[src/rtl/covox_mixer_sd.sv]
`timescale 1ns/1ps
// Soundrive/Covox stereo mixer: four 8-bit channels plus beeper summed into
// 10-bit PCM once per DIV clocks, with a first-order sigma-delta bit per side.
//
// state  | meaning
// IDLE   | waiting for the sample-period tick
// S_AC   | load acc_l/acc_r from channels A/C
// S_BD   | add channels B/D
// S_BEEP | add BEEP_LVL to both sides when the beeper is high
// S_OUT  | saturate to 10 bits, publish pcm_l/pcm_r and pulse pcm_stb
module covox_mixer_sd #(
    parameter int unsigned DIV      = 8,
    parameter logic [9:0]  BEEP_LVL = 10'd128
) (
    input  logic       clk,
    input  logic       reset_n,
    input  logic       ena,
    input  logic [7:0] ina,
    input  logic [7:0] inb,
    input  logic [7:0] inc,
    input  logic [7:0] ind,
    input  logic       beeper,
    output logic [9:0] pcm_l,
    output logic [9:0] pcm_r,
    output logic       pcm_stb,
    output logic       dac_l,
    output logic       dac_r
);

    localparam logic [15:0] DIV_LAST = 16'(DIV - 1);

    typedef enum logic [2:0] {
        IDLE   = 3'd0,
        S_AC   = 3'd1,
        S_BD   = 3'd2,
        S_BEEP = 3'd3,
        S_OUT  = 3'd4
    } state_t;

    state_t      state;
    logic [15:0] div_cnt;
    logic        tick;
    logic [10:0] acc_l;
    logic [10:0] acc_r;
    logic [10:0] sd_l;
    logic [10:0] sd_r;

    assign tick = (div_cnt == DIV_LAST);

    function automatic logic [9:0] sat10(input logic [10:0] v);
        return v[10] ? 10'd1023 : v[9:0];
    endfunction

    // A dropped enable abandons any sample in flight; the PCM outputs keep
    // the last completed sample.
    always_ff @(posedge clk or negedge reset_n) begin
        if (!reset_n) begin
            div_cnt <= '0;
            state   <= IDLE;
            acc_l   <= '0;
            acc_r   <= '0;
            pcm_l   <= '0;
            pcm_r   <= '0;
            pcm_stb <= 1'b0;
        end else if (!ena) begin
            div_cnt <= '0;
            state   <= IDLE;
            pcm_stb <= 1'b0;
        end else begin
            pcm_stb <= 1'b0;
            div_cnt <= tick ? 16'd0 : div_cnt + 16'd1;
            case (state)
                IDLE: begin
                    if (tick) state <= S_AC;
                end
                S_AC: begin
                    acc_l <= {3'b000, ina};
                    acc_r <= {3'b000, inc};
                    state <= S_BD;
                end
                S_BD: begin
                    acc_l <= acc_l + {3'b000, inb};
                    acc_r <= acc_r + {3'b000, ind};
                    state <= S_BEEP;
                end
                S_BEEP: begin
                    if (beeper) begin
                        acc_l <= acc_l + {1'b0, BEEP_LVL};
                        acc_r <= acc_r + {1'b0, BEEP_LVL};
                    end
                    state <= S_OUT;
                end
                S_OUT: begin
                    pcm_l   <= sat10(acc_l);
                    pcm_r   <= sat10(acc_r);
                    pcm_stb <= 1'b1;
                    state   <= IDLE;
                end
                default: state <= IDLE;
            endcase
        end
    end

    // Accumulator keeps the 10-bit residue; bit 10 is the carry, which is
    // re-registered into the pin so the DAC output has a clean flop.
    always_ff @(posedge clk or negedge reset_n) begin
        if (!reset_n) begin
            sd_l  <= '0;
            sd_r  <= '0;
            dac_l <= 1'b0;
            dac_r <= 1'b0;
        end else if (!ena) begin
            sd_l  <= '0;
            sd_r  <= '0;
            dac_l <= 1'b0;
            dac_r <= 1'b0;
        end else begin
            sd_l  <= {1'b0, sd_l[9:0]} + {1'b0, pcm_l};
            sd_r  <= {1'b0, sd_r[9:0]} + {1'b0, pcm_r};
            dac_l <= sd_l[10];
            dac_r <= sd_r[10];
        end
    end

endmodule

[config.mk]
export PLATFORM = sky130hd
export DESIGN_NAME = covox_mixer_sd
export DESIGN_NICKNAME = d
export VERILOG_FILES = /design/src/rtl/covox_mixer_sd.sv
export SDC_FILE = /design/constraint.sdc
export NUM_CORES = 1
export LEC_CHECK = 0
export BUFFER_PORTS_ARGS = -buffer_cell sky130_fd_sc_hd__buf_4
export CORE_ASPECT_RATIO = 0.5
export CORE_UTILIZATION = 30
export CTS_BUF_LIST = sky130_fd_sc_hd__clkbuf_8
export CTS_CLUSTER_SIZE = 14
export DETAILED_ROUTE_END_ITERATION = 10
export SYNTH_ARGS = -nofsm -noshare
export SYNTH_HDL_FRONTEND = slang
export SYNTH_SLANG_ARGS = --single-unit
[constraint.sdc]
create_clock -name clk -period 2.9 [get_ports clk]
set_clock_uncertainty 0.2 [all_clocks]
set_input_delay 0.145 -clock clk [delete_from_list [all_inputs] [get_ports clk]]
set_output_delay 0.145 -clock clk [all_outputs]
set_load 0.01 [all_outputs]
==> reports/qor.txt <==
Status: finished, final reports clean
Residual DRC: 0
Worst VDD drop: 211 uV
Initial Util: 0.309
Setup TNS: 0 ns
Clock Tree Root: clkbuf_8
Syn avg cell area: 9.18 sq um
CTS tree: done
Total gr overflow: 0
Yosys warnings: 0
# IOs: 59
WHS Path Cells: 4
TritonRoute pass-1 iters: 4
Final Max Slew Viols: 0
EDFF count, synth: 0
RR Endpoint: acc_r[8]$_DFFE_PN0P_
Pwr/cell area: 558 mW/mm^2
Hold slack: 0.0819 ns
Placed insts: 824
Met2 usage: 0.229
DIE HEIGHT: 94.3 um
Crit share post-route: 0.867
Pre-CTS setup slack: 0.405 ns
H-tree depth: 3
Final Hold Violating Endpoints: 0
DP HPWL: 8490 um
Share of synthesized registers carrying an async set or reset: 1.00
Clk_lat worst skew: 0.36 ns
Global-route usage over all layers: 0.143
Post-route antenna net violation count: 0
Multi-input gate area: 0.00280 sq mm
Hold buffers post-CTS: 18
Slew headroom: 0.582
Worst Max-Slew Pin Slew: 0.627 ns
Area of the mapped netlist: 0.00511 sq mm
Port bufs: 58
Crit path arrival time: 2.57 ns
Startpoint Class: register
Hold crit path type: input port to register
Worst Path Max Fanout: 3
R2R setup slack: 0.39 ns
Initial antenna violation count: 0
Core Region: 0.0165 sq mm
Fin worst setup slack: 0.387 ns
R2R cell count: 8
Crit path capture type: register
Die area: 0.0176 sq mm
Clk sink count: 86
Sequential share of the synthesized area: 0.421
Clk slew on worst S/H paths: 0.09 ns
Total power: 3.45 mW
Nets: 705
First-pass GRT wire length: 19900 um
Synthesized flop and latch total: 86
# Post-CTS Setup Buffers: 0
Clock Tree Buf Depth: 2
Global-route track usage on met3: 0.0362
Met1 Usage GRT: 0.194
Top_reg_cell synth: dfrtp_1
Tmin final: 2.51 ns
Reg-to-reg startpoint: acc_r[0]$_DFFE_PN0P_
Syn_nets: 635
Die Width: 187 um
P_leak: 2.94 nW
Routed WL per cell: 13.6 um
Maximum capacitance violations: 0
Cts bufs inserted: 9
Vias: 4113
Vias in the first global route: 4001
Fraction of layout cells with a size suffix above 1: 0.135
Mapped Cells: 556
Non-Filler Instances: 857
Fillers: 1684
Ant diodes: 0
Vias per inst: 4.80
CP required: 2.96 ns
Fmax: 398 MHz
Synth-to-layout area growth: 21.2%
RSZ-0062 raised after global routing: false
Register area: 0.00215 sq mm
Yosys cell types: 55
# resized after CTS: 0
Gpl congestion: 0.793
Routed wire length: 11700 um
Largest net degree at the start of global routing: 46
Std cell rows: 33
Worst Setup Path Type: register to register
Setup violators final: 0
Hold EP: acc_l[6]$_DFFE_PN0P_
Min-delay src: inb[6]
Iter 0 DRT Violations: 165
GRT Max-Usage Layer: met2
[synthesized netlist by cell type (6+ instances only)]
cell,instances,share of area
inv_1,18,0.013
o21a_1,7,0.010
a21oi_1,43,0.042
nand3_1,12,0.012
nand2_1,48,0.035
o211ai_1,6,0.0088
nor3_1,11,0.011
xor2_1,21,0.036
clkbuf_1,16,0.012
nand4_1,7,0.0086
ha_1,39,0.096
nor2b_1,11,0.013
and2_1,13,0.016
dfrtp_1,86,0.42
nor2_1,78,0.057
o21ai_0,28,0.027
a211oi_1,7,0.010
nor3b_1,7,0.010
and3_1,7,0.0086
nand2b_1,8,0.0098
xnor2_1,11,0.019
a21o_1,9,0.013
[cells in the final DEF, fill, tap and decap left out, types with 18 or more instances in the layout]
cell type,n
a21oi_1,43
buf_4,62
dfrtp_1,86
dlygate4sd3_1,18
ha_1,39
inv_1,18
nand2_1,48
nor2_1,78
o21ai_0,28
xor2_1,21
[flip-flops by register name, summed over array words and instances (netlist names), 3 cells and up]
register	flops
div_cnt	16
state	3
acc_r	11
pcm_r	10
pcm_l	10
sd_l	11
acc_l	11
sd_r	11
[per-stage QoR]
step            util  cell area [sq um]
2_1_floorplan      -               5110
3_3_place_gp   0.350               5790
3_5_place_dp   0.350               5790
4_1_cts        0.375               6190
5_1_grt        0.375               6190
6_report       0.375               6190
[cell type report]
cell class | instances | share of cell area
clock inverter | 5 | 0.0135
tap | 227 | 0.0459
sequential | 86 | 0.348
inverter | 18 | 0.0109
clock buffer | 10 | 0.0222
multi-input combinational | 430 | 0.452
timing repair buffer | 81 | 0.108
[how the worst max path moves through the flow]
stage | from | endpoint
2_1_floorplan | acc_r[0]$_DFFE_PN0P_ | acc_r[8]$_DFFE_PN0P_
4_1_cts | acc_r[0]$_DFFE_PN0P_ | acc_r[8]$_DFFE_PN0P_
6_report | acc_r[0]$_DFFE_PN0P_ | acc_r[8]$_DFFE_PN0P_
3_5_place_dp | acc_r[0]$_DFFE_PN0P_ | acc_r[8]$_DFFE_PN0P_
5_1_grt | pcm_l[0]$_DFFE_PN0P_ | sd_l[8]$_DFF_PN0_
3_3_place_gp | acc_r[0]$_DFFE_PN0P_ | acc_r[8]$_DFFE_PN0P_
[cells by family (layout without fill, tap and decap cells)]
kind of cell,after synthesis,after routing,synth area share
buf+inv,40,114,0.0309
compound gates,132,132,0.166
flops,86,86,0.421
fa+ha+maj,43,43,0.111
xor+xnor,32,32,0.0549
mux,4,4,0.00809
simple gates,219,219,0.207
[worst max-delay path, cell delays in order, from the launching register on]
cell       delay [ns]
dfrtp_1          0.41
ha_1             0.22
fa_1             0.41
a21o_1           0.25
a2111oi_4        0.39
nor2_2           0.10
nand2_1          0.08
o21ai_1          0.05
a221o_1          0.29
[layer usage]
metal,part of all wire,vias up,routed length [um]
li1,-,2100,-
met5,0,-,0
met1,0.52,1952,6050
met2,0.44,52,5150
met4,0.0067,0,78
met3,0.036,9,423
[power breakdown]
group          leakage, nW  internal (mW)  switching (mW)
Clock                0.105          0.505           0.449
Combinational         1.69          0.476           0.544
Sequential            1.15           1.33           0.147
Total                 2.94           2.31            1.14
No activity file was read; power rests on OpenSTA's default activity.
